**src/rtl/w_alu_pkg.sv**
```systemverilog
// Shared opcode and FSM state types for the W-register ALU unit.
package w_alu_pkg;

  localparam int unsigned OPW            = 4;
  localparam int unsigned OP_ILLEGAL_MIN = 12;

  typedef enum logic [OPW-1:0] {
    OP_NOP  = 4'd0,
    OP_LOAD = 4'd1,
    OP_ADD  = 4'd2,
    OP_SUB  = 4'd3,
    OP_ADC  = 4'd4,
    OP_AND  = 4'd5,
    OP_OR   = 4'd6,
    OP_XOR  = 4'd7,
    OP_SHL  = 4'd8,
    OP_SHR  = 4'd9,
    OP_MUL  = 4'd10,
    OP_CLR  = 4'd11
  } op_e;

  typedef enum logic [1:0] {
    IDLE  = 2'd0,
    SHIFT = 2'd1,
    MUL   = 2'd2
  } state_e;

endpackage

```
**src/rtl/w_alu_seqmul.sv**
```systemverilog
// Iterative unsigned shift-add multiplier, one multiplier bit per cycle.
// Final product is presented combinationally alongside o_done_c on the last iteration edge.
module w_alu_seqmul #(
  parameter int unsigned WIDTH = 8
) (
  input  logic                 clk,
  input  logic                 rst_n,
  input  logic                 i_start,
  input  logic [WIDTH-1:0]     i_a,
  input  logic [WIDTH-1:0]     i_b,
  output logic                 o_done_c,
  output logic [2*WIDTH-1:0]   o_prod_c
);

  localparam int unsigned CW = $clog2(WIDTH);

  logic             r_busy;
  logic [CW-1:0]    r_cnt;
  logic [WIDTH-1:0] r_mcand;
  logic [WIDTH-1:0] r_acc;
  logic [WIDTH-1:0] r_mplier;
  logic [WIDTH:0]   w_sum;
  logic [WIDTH-1:0] w_acc_nxt;
  logic [WIDTH-1:0] w_mplier_nxt;
  logic             w_last;

  // Add multiplicand when the current multiplier LSB is set, then shift {acc,mplier} right.
  assign w_sum        = {1'b0, r_acc} + (r_mplier[0] ? {1'b0, r_mcand} : '0);
  assign w_acc_nxt    = w_sum[WIDTH:1];
  assign w_mplier_nxt = {w_sum[0], r_mplier[WIDTH-1:1]};
  assign w_last       = (r_cnt == CW'(WIDTH - 1));
  assign o_done_c     = r_busy & w_last;
  assign o_prod_c     = {w_acc_nxt, w_mplier_nxt};

  always_ff @(posedge clk or negedge rst_n) begin
    if (!rst_n) begin
      r_busy   <= 1'b0;
      r_cnt    <= '0;
      r_mcand  <= '0;
      r_acc    <= '0;
      r_mplier <= '0;
    end else if (i_start) begin
      r_busy   <= 1'b1;
      r_cnt    <= '0;
      r_mcand  <= i_a;
      r_acc    <= '0;
      r_mplier <= i_b;
    end else if (r_busy) begin
      r_acc    <= w_acc_nxt;
      r_mplier <= w_mplier_nxt;
      r_cnt    <= r_cnt + CW'(1);
      if (w_last) r_busy <= 1'b0;
    end
  end

endmodule

```
**src/rtl/w_alu_unit.sv**
```systemverilog
// W/H register ALU with valid/ready intake; single-cycle ops, multi-cycle shifts and multiply.
// Architectural state (w, h, carry, zero) only moves on the retire edge of each op.
module w_alu_unit
  import w_alu_pkg::*;
#(
  parameter int unsigned WIDTH = 8,
  parameter int unsigned CNTW  = $clog2(WIDTH)
) (
  input  logic             clk,
  input  logic             reset,
  input  logic             in_valid,
  output logic             in_ready,
  input  logic [OPW-1:0]   inst,
  input  logic [WIDTH-1:0] b,
  output logic [WIDTH-1:0] w,
  output logic [WIDTH-1:0] h,
  output logic             carry,
  output logic             zero,
  output logic             done,
  output logic             illegal
);

  state_e             r_state, w_state_nxt;
  logic [WIDTH-1:0]   r_w, w_w_nxt;
  logic [WIDTH-1:0]   r_h, w_h_nxt;
  logic [WIDTH-1:0]   r_sh, w_sh_nxt;
  logic [CNTW-1:0]    r_cnt, w_cnt_nxt;
  logic               r_dir, w_dir_nxt;
  logic               r_carry, w_carry_nxt;
  logic               r_zero, w_zero_nxt;
  logic               r_done, w_done_nxt;
  logic               r_illegal, w_illegal_nxt;
  logic               r_ready, w_ready_nxt;
  logic               w_retire;

  logic [CNTW-1:0]    w_n;
  logic [WIDTH:0]     w_add;
  logic [WIDTH:0]     w_adc;
  logic [WIDTH-1:0]   w_sh_step;
  logic               w_sh_out;
  logic               w_mul_start;
  logic               w_mul_done;
  logic [2*WIDTH-1:0] w_mul_prod;

  assign w_n       = b[CNTW-1:0];
  assign w_add     = {1'b0, r_w} + {1'b0, b};
  assign w_adc     = w_add + (WIDTH+1)'(r_carry);
  // r_dir: 0 = left, 1 = right
  assign w_sh_step = r_dir ? (r_sh >> 1) : (r_sh << 1);
  assign w_sh_out  = r_dir ? r_sh[0] : r_sh[WIDTH-1];

  w_alu_seqmul #(.WIDTH(WIDTH)) u_mul (
    .clk      (clk),
    .rst_n    (reset),
    .i_start  (w_mul_start),
    .i_a      (r_w),
    .i_b      (b),
    .o_done_c (w_mul_done),
    .o_prod_c (w_mul_prod)
  );

  always_comb begin
    w_state_nxt   = r_state;
    w_w_nxt       = r_w;
    w_h_nxt       = r_h;
    w_sh_nxt      = r_sh;
    w_cnt_nxt     = r_cnt;
    w_dir_nxt     = r_dir;
    w_carry_nxt   = r_carry;
    w_zero_nxt    = r_zero;
    w_done_nxt    = 1'b0;
    w_illegal_nxt = 1'b0;
    w_retire      = 1'b0;
    w_mul_start   = 1'b0;

    unique case (r_state)
      IDLE: begin
        if (in_valid) begin
          w_retire      = 1'b1;
          w_illegal_nxt = (inst >= OPW'(OP_ILLEGAL_MIN));
          case (op_e'(inst))
            OP_LOAD: begin w_w_nxt = b; w_h_nxt = '0; w_carry_nxt = 1'b0; end
            OP_ADD:  {w_carry_nxt, w_w_nxt} = w_add;
            OP_SUB:  begin w_w_nxt = r_w - b; w_carry_nxt = (r_w < b); end
            OP_ADC:  {w_carry_nxt, w_w_nxt} = w_adc;
            OP_AND:  w_w_nxt = r_w & b;
            OP_OR:   w_w_nxt = r_w | b;
            OP_XOR:  w_w_nxt = r_w ^ b;
            OP_SHL, OP_SHR: begin
              if (w_n == '0) begin
                w_carry_nxt = 1'b0;
              end else begin
                w_retire    = 1'b0;
                w_state_nxt = SHIFT;
                w_sh_nxt    = r_w;
                w_cnt_nxt   = w_n;
                w_dir_nxt   = (inst == OP_SHR);
              end
            end
            OP_MUL: begin
              w_retire    = 1'b0;
              w_mul_start = 1'b1;
              w_state_nxt = MUL;
            end
            OP_CLR:  begin w_w_nxt = '0; w_h_nxt = '0; w_carry_nxt = 1'b0; end
            default: ;
          endcase
        end
      end
      SHIFT: begin
        w_sh_nxt  = w_sh_step;
        w_cnt_nxt = r_cnt - CNTW'(1);
        if (r_cnt == CNTW'(1)) begin
          w_retire    = 1'b1;
          w_w_nxt     = w_sh_step;
          w_carry_nxt = w_sh_out;
          w_state_nxt = IDLE;
        end
      end
      MUL: begin
        if (w_mul_done) begin
          w_retire    = 1'b1;
          w_w_nxt     = w_mul_prod[WIDTH-1:0];
          w_h_nxt     = w_mul_prod[2*WIDTH-1:WIDTH];
          w_carry_nxt = |w_mul_prod[2*WIDTH-1:WIDTH];
          w_state_nxt = IDLE;
        end
      end
      default: w_state_nxt = IDLE;
    endcase

    if (w_retire) begin
      w_done_nxt = 1'b1;
      w_zero_nxt = (w_w_nxt == '0);
    end
    w_ready_nxt = (w_state_nxt == IDLE);
  end

  always_ff @(posedge clk or negedge reset) begin
    if (!reset) begin
      r_state   <= IDLE;
      r_w       <= '0;
      r_h       <= '0;
      r_sh      <= '0;
      r_cnt     <= '0;
      r_dir     <= 1'b0;
      r_carry   <= 1'b0;
      r_zero    <= 1'b1;
      r_done    <= 1'b0;
      r_illegal <= 1'b0;
      r_ready   <= 1'b1;
    end else begin
      r_state   <= w_state_nxt;
      r_w       <= w_w_nxt;
      r_h       <= w_h_nxt;
      r_sh      <= w_sh_nxt;
      r_cnt     <= w_cnt_nxt;
      r_dir     <= w_dir_nxt;
      r_carry   <= w_carry_nxt;
      r_zero    <= w_zero_nxt;
      r_done    <= w_done_nxt;
      r_illegal <= w_illegal_nxt;
      r_ready   <= w_ready_nxt;
    end
  end

  assign in_ready = r_ready;
  assign w        = r_w;
  assign h        = r_h;
  assign carry    = r_carry;
  assign zero     = r_zero;
  assign done     = r_done;
  assign illegal  = r_illegal;

endmodule
```
**config.mk**
```make
export PLATFORM = sky130hd
export DESIGN_NAME = w_alu_unit
export DESIGN_NICKNAME = d
export VERILOG_FILES = /design/src/rtl/w_alu_pkg.sv /design/src/rtl/w_alu_seqmul.sv /design/src/rtl/w_alu_unit.sv
export SDC_FILE = /design/constraint.sdc
export NUM_CORES = 1
export LEC_CHECK = 0
export CAP_MARGIN = 20
export CORE_MARGIN = 2
export CORE_UTILIZATION = 65
export DETAILED_ROUTE_END_ITERATION = 8
export PLACE_DENSITY = 0.95
export SLEW_MARGIN = 20
export SYNTH_ARGS = -nofsm -noshare
export SYNTH_HDL_FRONTEND = slang
export SYNTH_SLANG_ARGS = --single-unit
```
**constraint.sdc**
```tcl
create_clock -name clk -period 5 [get_ports clk]
set_clock_uncertainty 0.1 [all_clocks]
set_input_delay 1 -clock clk [delete_from_list [all_inputs] [get_ports clk]]
set_output_delay 1 -clock clk [all_outputs]
set_load 0.02 [all_outputs]
```
==> summary.md <==
| Metric | Value |
|---|---|
| Net Sw Frac | `45.77%` |
| Cells after synthesis | `584` |
| Total number of yosys warnings | `0` |
| Global routing usage on met1 | `47.46%` |
| Die W | `92.63 um` |
| Clock period minus worst slack | `4.286 ns` |
| P&R area growth vs syn | `12.52%` |
| HP Class | `reg -> reg` |
| Avg Inst Size Synth | `8.743 um2` |
| Die H | `92.63 um` |
| I/O Pins | `36` |
| Syn Nets | `644` |
| CTS Hold Bufs | `0` |
| First-pass GRT wire length | `24290 um` |
| CTS tree | `built` |
| Headroom to the max-slew limit | `39.89%` |
| Comb power frac | `53.0%` |
| Nets | `667` |
| Latest clock arrival within the worst-skew pair | `0.35 ns` |
| Initial antenna violation count | `0` |
| Pre-antenna DRT Iters | `5` |
| Via count | `4836` |
| Share of cells above drive strength 1 | `9.477%` |
| Top cells by count, synth | `dfrtp_1, o21ai_0, nand2_1` |
| RSZ-0062 raised after global routing | `false` |
| Fin Hold WS | `0.4016 ns` |
| Via density | `6.773` |
| Sw power | `1.511 mW` |
| Slew @ Worst Pin | `0.9017 ns` |
| Synth area leaders | `dfrtp_1, ha_1, mux2i_1, o21ai_0, a21oi_1` |
| Leak pwr | `2.541 nW` |
| Setup Viol. Count Final | `0` |
| Max IR drop VDD | `308.4 uV` |
| Die ar. | `8580 um2` |
| Fmax | `233.3 MHz` |
| Outcome | `finished clean` |
| Detailed Route WL | `14860 um` |
| CP startpoint kind | `input port` |
| Setup TNS | `0 ns` |
| Number of synthesized flops with an enable pin | `0` |
| CTS Buf Count | `9` |
| Vias in the first global route | `4809` |
| Placer Congestion | `1.061` |
| Max-slew violation count | `0` |
| Synth cell types | `73` |
| Detailed Place HPWL | `10720 um` |
| Seq cells post-synth | `63` |
| Ys async rst share | `100.0%` |
| Seq/Total Area, Yosys | `30.92%` |
| GRT Util Overall | `36.33%` |
| Cell Area, Placed | `5500 um2` |
| Clk slew on worst S/H paths | `0.08 ns` |
| Finished Layout Cells | `714` |
| DR WL/cell | `20.82 um` |
| Setup CP Type | `in -> reg` |
| Initial DRC Count | `642` |
| N_diodes | `0` |
| Synth area leader | `dfrtp_1` |
| Largest net degree at the start of global routing | `64` |
| Remaining antenna violation count | `0` |
| Power Dens Cells | `574.5 nW/um2` |
| Met2 GRT Util | `57.54%` |
| Fin crit share | `85.72%` |
| Inst Count DP | `698` |
| Design area | `5746 um2` |
| Post-synth top area share | `29.89%` |
| Reg power frac | `30.3%` |
| CP Capture Type | `flop` |
| Main synth FF type | `dfrtp_1` |
| CTS HTree Levels | `3` |
| Most frequent cell after synthesis | `dfrtp_1` |
| Core area | `7687 um2` |
| Most crowded layer after global routing | `met2` |
| # Post-CTS Setup Buffers | `0` |
| Root buffer cell | `clkbuf_8` |
| CTS sink cnt | `63` |
| Critical path arrival | `4.42 ns` |
| Clock network power share | `16.7%` |
| Cell row count | `32` |
| IO Port Bufs | `35` |
| Remaining routing DRC violations | `0` |
| Critical path fanouts, max | `7` |
| PostCTS Resize Cnt | `0` |
| GRT met3 Usage | `11.31%` |
| Maximum capacitance violations | `0` |
| Clk buf depth | `2` |
| Global route overflow | `0` |
| Final hold violations | `0` |
| Int Pwr | `1.790 mW` |
| Starting density of the core | `66.42%` |
| Post-synthesis cell area | `5106 um2` |
| Total power | `3.301 mW` |
| Critical path required time | `5.14 ns` |
state kept, by name, indices dropped and copies added, names as in the netlist:
signal          cells
in_ready            1
u_mul.r_mcand       8
r_sh                8
u_mul.r_mplier      8
done                1
r_dir               1
w                   8
r_cnt               3
u_mul.r_cnt         3
u_mul.r_busy        1
illegal             1
carry               1
zero                1
h                   8
r_state             2
u_mul.r_acc         8
layout make-up:
type | instances | area (um2)
Clock buffer | 9 | 123.9
Clock inverter | 7 | 120.1
Fill cell | 534 | 1942
Inverter | 38 | 142.6
Multi-Input combinational cell | 453 | 3253
Sequential cell | 63 | 1580
Tap cell | 102 | 127.6
Timing Repair Buffer | 42 | 397.9
final timing paths:
kind,from,to,slack (ns),depth (start not counted)
setup / recovery,b[0],carry$_DFFE_PN0P_,0.71,12
hold / removal,h[3]$_DFFE_PN0P_,h[3]$_DFFE_PN0P_,0.40,1
setup reg to reg,w[0]$_DFF_PN0_,carry$_DFFE_PN0P_,1.51,11
hold reg to reg,h[3]$_DFFE_PN0P_,h[3]$_DFFE_PN0P_,0.40,1
max in group asynchronous,reset,u_mul.r_busy$_DFF_PN0_,3.53,2
min in group asynchronous,reset,h[2]$_DFFE_PN0P_,0.71,2
layer usage:
layer	part of all wire, %	vias to the layer above	wire length (um)
li1	-	2147	-
met5	0	-	0
met2	47	297	6960
met4	3.2	0	480
met3	11	62	1587
met1	39	2330	5834
power by group through the flow:
| stage | Sequential, mW | Combinational, mW | Clock, mW |
|---|---|---|---|
| finish | 0.999 | 1.75 | 0.551 |
| CTS | 0.981 | 1.72 | 0.550 |
| global placement | 0.969 | 1.61 | 0 |
| detailed placement | 0.986 | 1.69 | 0 |
| floorplan | 0.902 | 1.27 | 0 |
| global route | 1.02 | 1.91 | 0.572 |
through the flow:
stage               setup slack, ns  util [%]
CTS                          0.8066     74.72
global route                 0.5963     74.74
finish                       0.7139     74.74
global placement             0.5633     71.55
detailed placement           0.4509     71.55
floorplan                     1.349         -
placed cells by master, fill, tap and decap left out, types with 28 or more instances in the layout:
| cell type | count |
|---|---|
| dfrtp_1 | 60 |
| nand2_1 | 47 |
| clkdlybuf4s50_1 | 34 |
| ha_1 | 42 |
| a21oi_1 | 36 |
| o21ai_0 | 55 |
| inv_1 | 38 |
| mux2i_1 | 28 |
| nor2_1 | 40 |
kinds of logic after synthesis:
kind of cell,share of synthesized area (%)
flip-flops,30.92
adder cells (fa/ha/maj),11.47
XOR/XNOR,3.945
buffers and inverters,5.464
multiplexers,8.576
AO/OA/AOI/OAI,22.08
AND/OR/NAND/NOR,17.55
worst max-delay path, cell delays in order:
cell and delay (ns):
clkdlybuf4s50_1 0.62, ha_1 0.27, inv_1 0.07, fa_1 0.42, and2b_1 0.24, o22ai_1 0.13, xor2_1 0.21, nor4b_1 0.61
nand3_1 0.21, xor2_1 0.20, a211oi_1 0.09, a311oi_1 0.35
Power figures use the tool's default switching activity.
